--- config.mk ---
export PLATFORM = sky130hd
export DESIGN_NAME = pr_apply_writeback
export DESIGN_NICKNAME = d
export VERILOG_FILES = /design/src/rtl/pr_apply_writeback_pkg.sv /design/src/rtl/pr_writeback_fifo.sv /design/src/rtl/pr_apply_writeback.sv
export SDC_FILE = /design/constraint.sdc
export NUM_CORES = 1
export LEC_CHECK = 0
export BUFFER_PORTS_ARGS = -buffer_cell sky130_fd_sc_hd__buf_2
export CORE_ASPECT_RATIO = 0.7
export CORE_UTILIZATION = 40
export DETAILED_ROUTE_END_ITERATION = 7
export GPL_TIMING_DRIVEN = 0
export PLACE_DENSITY = 0.56
export SLEW_MARGIN = 10
export SYNTH_ARGS = -nofsm -noshare
export SYNTH_HDL_FRONTEND = slang
export SYNTH_SLANG_ARGS = --single-unit
--- constraint.sdc ---
create_clock -name clk -period 6.6 [get_ports clk]
set_input_delay 0 -clock clk [delete_from_list [all_inputs] [get_ports clk]]
set_output_delay 0 -clock clk [all_outputs]
set_load 0.03 [all_outputs]
--- src/rtl/pr_apply_writeback_pkg.sv ---
// Shared types and default widths for the PageRank apply write-back block.
package pr_apply_writeback_pkg;

  localparam int DEF_DST_ID_DWIDTH         = 16;
  localparam int DEF_VERTEX_BRAM_DWIDTH    = 32;
  localparam int DEF_VERTEX_BRAM_AWIDTH    = 12;
  localparam int DEF_VERTEX_BRAM_NUM_WIDTH = 2;
  localparam int DEF_WB_VALID_WIDTH        = 4;
  localparam int DEF_FIFO_AWIDTH           = 4;

  typedef enum logic [1:0] {
    IDLE = 2'd0,
    RUN  = 2'd1,
    DONE = 2'd2
  } wb_state_e;

  // One buffered write, laid out exactly as the FIFO word (bank, addr, data).
  typedef struct packed {
    logic [DEF_WB_VALID_WIDTH-1:0]     bank;
    logic [DEF_VERTEX_BRAM_AWIDTH-1:0] addr;
    logic [DEF_VERTEX_BRAM_DWIDTH-1:0] data;
  } wb_entry_t;

endpackage

--- src/rtl/pr_writeback_fifo.sv ---
// First-word-fall-through FIFO; a push while full is taken when a pop frees a slot in the same cycle.
module pr_writeback_fifo #(
  parameter int WIDTH  = 8,
  parameter int AWIDTH = 4
) (
  input  logic             clk,
  input  logic             rst_n,
  input  logic             push_i,
  input  logic [WIDTH-1:0] din_i,
  input  logic             pop_i,
  output logic [WIDTH-1:0] dout_o,
  output logic             full_o,
  output logic             empty_o
);

  localparam int DEPTH = 1 << AWIDTH;

  logic [WIDTH-1:0] mem_q [DEPTH];
  logic [AWIDTH:0]  wr_ptr_q, rd_ptr_q;
  logic             push_ok, pop_ok;

  assign empty_o = (wr_ptr_q == rd_ptr_q);
  assign full_o  = (wr_ptr_q[AWIDTH] != rd_ptr_q[AWIDTH]) &&
                   (wr_ptr_q[AWIDTH-1:0] == rd_ptr_q[AWIDTH-1:0]);
  assign pop_ok  = pop_i && !empty_o;
  assign push_ok = push_i && (!full_o || pop_ok);
  assign dout_o  = mem_q[rd_ptr_q[AWIDTH-1:0]];

  // NOTE: storage has no reset; the pointers alone define which words are valid.
  always_ff @(posedge clk) begin
    if (push_ok) mem_q[wr_ptr_q[AWIDTH-1:0]] <= din_i;
  end

  // NOTE: state flops use non-blocking assignments so every reader sees pre-edge values.
  always_ff @(posedge clk or negedge rst_n) begin
    if (!rst_n) begin
      wr_ptr_q <= '0;
      rd_ptr_q <= '0;
    end else begin
      if (push_ok) wr_ptr_q <= wr_ptr_q + (AWIDTH+1)'(1);
      if (pop_ok)  rd_ptr_q <= rd_ptr_q + (AWIDTH+1)'(1);
    end
  end

endmodule

--- src/rtl/pr_apply_writeback.sv ---
// Buffers the apply pipeline's rank stream, drains it into the vertex BRAM arbiter and
// counts committed writes per iteration, pulsing iter_done when the iteration is complete.
module pr_apply_writeback
  import pr_apply_writeback_pkg::*;
#(
  parameter int DST_ID_DWIDTH         = DEF_DST_ID_DWIDTH,
  parameter int VERTEX_BRAM_DWIDTH    = DEF_VERTEX_BRAM_DWIDTH,
  parameter int VERTEX_BRAM_AWIDTH    = DEF_VERTEX_BRAM_AWIDTH,
  parameter int VERTEX_BRAM_NUM_WIDTH = DEF_VERTEX_BRAM_NUM_WIDTH,
  parameter int WB_VALID_WIDTH        = DEF_WB_VALID_WIDTH,
  parameter int FIFO_AWIDTH           = DEF_FIFO_AWIDTH
) (
  input  logic                          clk,
  input  logic                          rst,
  input  logic                          iter_start,
  input  logic [DST_ID_DWIDTH-1:0]      iter_vertex_num,
  input  logic [DST_ID_DWIDTH-1:0]      wb_dst_addr,
  input  logic [VERTEX_BRAM_DWIDTH-1:0] wb_dst_data,
  input  logic [WB_VALID_WIDTH-1:0]     wb_dst_data_valid,
  output logic                          bram_wr_en,
  output logic [WB_VALID_WIDTH-1:0]     bram_wr_bank,
  output logic [VERTEX_BRAM_AWIDTH-1:0] bram_wr_addr,
  output logic [VERTEX_BRAM_DWIDTH-1:0] bram_wr_data,
  input  logic                          bram_wr_ready,
  output logic [DST_ID_DWIDTH-1:0]      wr_count,
  output logic                          iter_done,
  output logic                          busy,
  output logic                          overflow_err,
  output logic                          stray_err
);

  localparam int EW = WB_VALID_WIDTH + VERTEX_BRAM_AWIDTH + VERTEX_BRAM_DWIDTH;

  logic          push, commit, fifo_full, fifo_empty;
  logic [EW-1:0] fifo_din, fifo_dout;

  wb_state_e                  state_q, state_d;
  logic [DST_ID_DWIDTH-1:0]   target_q, target_d;
  logic [DST_ID_DWIDTH-1:0]   wr_count_q, wr_count_d;
  logic                       ovf_q, ovf_d;
  logic                       stray_q, stray_d;

  // Only a bit-slice of the vertex id addresses the bank; the rest is consumed here on purpose.
  logic unused_addr_bits;
  assign unused_addr_bits = ^wb_dst_addr;

  assign push     = |wb_dst_data_valid;
  assign fifo_din = {wb_dst_data_valid,
                     wb_dst_addr[VERTEX_BRAM_NUM_WIDTH +: VERTEX_BRAM_AWIDTH],
                     wb_dst_data};

  pr_writeback_fifo #(
    .WIDTH  (EW),
    .AWIDTH (FIFO_AWIDTH)
  ) u_fifo (
    .clk     (clk),
    .rst_n   (rst),
    .push_i  (push),
    .din_i   (fifo_din),
    .pop_i   (bram_wr_ready),
    .dout_o  (fifo_dout),
    .full_o  (fifo_full),
    .empty_o (fifo_empty)
  );

  assign bram_wr_en = !fifo_empty;
  assign commit     = bram_wr_en && bram_wr_ready;
  // Mask the head while empty so stale storage never reaches the arbiter.
  assign {bram_wr_bank, bram_wr_addr, bram_wr_data} = fifo_empty ? '0 : fifo_dout;

  // NOTE: every _d takes its current value first, so no branch can leave a latch behind.
  always_comb begin
    state_d    = state_q;
    target_d   = target_q;
    wr_count_d = wr_count_q;
    ovf_d      = ovf_q;
    stray_d    = stray_q;
    unique case (state_q)
      IDLE: begin
        if (iter_start) begin
          state_d    = RUN;
          target_d   = iter_vertex_num;
          wr_count_d = '0;
          ovf_d      = 1'b0;
          stray_d    = 1'b0;
        end
      end
      RUN: begin
        if (commit) wr_count_d = wr_count_q + DST_ID_DWIDTH'(1);
        if ((wr_count_q + DST_ID_DWIDTH'(commit)) == target_q) state_d = DONE;
      end
      DONE:    state_d = IDLE;
      default: state_d = IDLE;
    endcase
    if (push && fifo_full && !commit) ovf_d = 1'b1;
    // Stray ranks are still buffered and written, only flagged as unexpected.
    if (push && state_q != RUN) stray_d = 1'b1;
  end

  always_ff @(posedge clk or negedge rst) begin
    if (!rst) begin
      state_q    <= IDLE;
      target_q   <= '0;
      wr_count_q <= '0;
      ovf_q      <= 1'b0;
      stray_q    <= 1'b0;
    end else begin
      state_q    <= state_d;
      target_q   <= target_d;
      wr_count_q <= wr_count_d;
      ovf_q      <= ovf_d;
      stray_q    <= stray_d;
    end
  end

  assign wr_count     = wr_count_q;
  assign iter_done    = (state_q == DONE);
  assign busy         = (state_q == RUN);
  assign overflow_err = ovf_q;
  assign stray_err    = stray_q;

endmodule
==> reports/qor.yml <==
power:
  pwr_density_cell_nw_per_um2: 475
  p_sw_share_pct: 33.4
  ir_drop_uv: 267
  p_sw_mw: 6.05
  clkPwrFrac_pct: 24.9
  total_leakage_power_nw: 12.5
  p_total_mw: 18.1
  power_frac_comb_pct: 37.1
  pwr-share-seq_pct: 38.0
  internal_power_mw: 12.1
worst_setup_path:
  path_class: "reg -> reg"
  path_buf_inv: 3
  critical-path-max-stage-delay_ps: 920
  cp_top_family: "simple AND/OR/NAND/NOR gates"
  cp_max_fo: 7
  end_kind: "register"
  worstPathArrival_ps: 4720
  r2r_setup_slack_ps: 2450
  crit_slowest_cell: "nor2_1"
  r2r-end: "state_q[1]$_DFFE_PN0P_"
  r2r-start: "u_fifo.rd_ptr_q[2]$_DFFE_PN0N_"
  reg2reg_depth: 13
  path_cells: "clkbuf_1, xnor2_1, nand4_1, nor2_1, nor2b_1, clkbuf_1, ha_1, ha_1, inv_1, nor3_1, o311ai_0, and4_1, and3_1"
  critPathLaunchType: "register"
  cp_data_required_time_ps: 7170
placement:
  hpwlAfterDp_mm: 48.3
  portBuffers: 136
  place.gp.congestion: 0.800
synthesis:
  synth-seq-cells: 814
  ys_async_sr_fraction_pct: 5.65
  syn_inst: 1435
  synth.avg_cell_area_um2: 22.2
  synth_area_um2: 31800
  yosysSeqAreaShare_pct: 76.1
  synth_ff_type: "edfxtp_1"
  yosysWarnings: 0
  synth_edf_count: 768
  synth_cell_type_count: 44
  syn_nets: 1515
global_routing:
  grt_overflow: 0
  grtUsageTotal_pct: 19.2
  antenna_found_initial: 1
  grt_start_max_net_pins: 47
  grt_pass1_vias: 16100
  grt_first_pass_wirelength_mm: 111
floorplan:
  die_width_um: 339
  core_um2: 78800
  initial_core_util_pct: 40.4
  die_height_um: 238
  dieArea_um2: 80700
  num_rows: 86
  io_pins: 141
timing:
  period_needed_ps: 4150
  worst-slew-pin-transition_ps: 1160
  finalSetupViolations: 0
  fin_crit_sh_pct: 62.9
  skew_ps: 17.5
  slew_viol_final: 0
  hold_viol: 0
  rsz0062_at_grt: "false"
  fmaxAchievable_mhz: 241
  slew_headroom_pct: 22.5
  whs_ps: 92.1
routing:
  viasPerCell: 5.44
  drtIter0Drc: 1425
  drtPass1Iterations: 5
  drc: 0
  routed_wl_mm: 76.4
  vias: 15700
  wl_per_cell_um: 26.4
  ant_nets: 0
min_path:
  hp-start: "iter_vertex_num[3]"
  hp-class: "in -> reg"
  worstHoldEndpoint: "target_q[3]$_DFFE_PN0P_"
  min_path_cells: 4
cells_and_area:
  layout-drive-gt1-share_pct: 32.0
  antenna_cells: 0
  layout_commonest_cell: "edfxtp_1"
  syn_to_final_growth_pct: 19.7
  layout_common_cells: "edfxtp_1 (768), mux4_2 (240), buf_2 (144)"
  nets: 1857
cts:
  cts-resized-gates: 0
  insertion_delay_ps: 630
  post_cts_buffers: 0
  h-tree-depth: 3
  cts_buffer_depth: 3
  hold_buffers: 67
  cts_tree: "built"
  cts-root-buf: "clkbuf_16"
  clk_pin_slew_ps: 60
  clock_sinks: 814
  cts_made_buffers: 78
run_status:
  outcome: "finished clean"
run:
  cap_violations: 0
[metal layers]
| metal | vias up | track usage (%) | wire length (um) |
|---|---|---|---|
| met3 | 102 | 2.84 | 3680 |
| met2 | 417 | 30.0 | 36300 |
| li1 | 6650 | - | - |
| met1 | 8572 | 28.5 | 35100 |
| met5 | - | 0 | 13 |
| met4 | 2 | 4.50 | 1260 |
[Yosys cell counts (4+ instances only)]
cell type	instances	area share, %
nor2b_1	53	1.0
nand4_1	9	0.18
dfrtp_1	46	3.6
o21ai_0	7	0.11
buf_4	12	0.28
nor3_1	10	0.16
and4_1	6	0.17
xnor2_1	32	0.88
xor2_1	12	0.33
inv_1	6	0.071
buf_6	6	0.21
nand2b_1	5	0.098
edfxtp_1	768	72
a21oi_1	4	0.063
nand2_1	69	0.81
clkbuf_1	43	0.51
ha_1	8	0.31
mux4_2	240	17
buf_1	10	0.12
or2_2	4	0.079
buf_2	8	0.13
nor2_1	33	0.39
nand3_1	11	0.17
[worst min-delay path, stage by stage]
cell           delay, ps
dlygate4sd3_1        520
buf_2                 90
nand2_1               40
nand2_1               40
[how the worst max path moves through the flow]
| stage | start | end | slack [ps] | cells after the start |
|---|---|---|---|---|
| floorplan | u_fifo.rd_ptr_q[2]$_DFFE_PN0N_ | u_fifo.mem_q[3][0]$_DFFE_PP_ | 1440 | 7 |
| global placement | u_fifo.rd_ptr_q[2]$_DFFE_PN0N_ | u_fifo.mem_q[3][20]$_DFFE_PP_ | -3860 | 7 |
| detailed placement | u_fifo.rd_ptr_q[2]$_DFFE_PN0N_ | state_q[1]$_DFFE_PN0P_ | 2440 | 13 |
| CTS | u_fifo.rd_ptr_q[2]$_DFFE_PN0N_ | bram_wr_data[17] | 2340 | 7 |
| global route | u_fifo.rd_ptr_q[2]$_DFFE_PN0N_ | state_q[1]$_DFFE_PN0P_ | 2150 | 13 |
| finish | u_fifo.rd_ptr_q[2]$_DFFE_PN0N_ | state_q[1]$_DFFE_PN0P_ | 2450 | 13 |
[final cells by class]
type                            instances  area (um2)
Clock buffer                           98        2100
Clock inverter                         44         450
Sequential cell                       814       24200
Timing Repair Buffer                  262        2300
Fill cell                            6454       40700
Buffer                                 79         398
Multi-Input combinational cell        536        7300
Tap cell                             1056        1320
Inverter                                6        22.5
[cell families after synthesis]
kind of cell | share of synthesized area (%)
AO/OA/AOI/OAI | 0.605
XOR/XNOR | 1.21
adder cells (fa/ha/maj) | 0.315
buffers and inverters | 1.32
flip-flops | 76.1
multiplexers | 17.1
AND/OR/NAND/NOR | 3.38
[sequential cells by signal, summed over array words and instances, names as in the netlist]
signal and count:
u_fifo.mem_q 768, target_q 16, wr_count 16, u_fifo.rd_ptr_q 5
u_fifo.wr_ptr_q 5, state_q 2, overflow_err 1, stray_err 1
[metrics by stage]
step	instances	area, um2	utilization (%)	setup TNS [ps]	setup slack, ps
floorplan	1435	31800	-	0	1440
global placement	2627	33800	42.9	-1071800	-3860
detailed placement	2686	34900	44.3	0	2440
CTS	2895	38100	48.4	0	2340
global route	2895	38100	48.4	0	2150
finish	2895	38100	48.4	0	2450
[power by group through the flow]
stage	Combinational (mW)	Clock (mW)	Sequential [mW]
2_1_floorplan	4.27	0	7.03
3_3_place_gp	6.35	0	7.15
3_5_place_dp	6.81	0	7.00
4_1_cts	6.86	4.60	6.89
5_1_grt	7.14	4.78	6.95
6_report	6.71	4.51	6.88
Power figures use the tool's default switching activity.
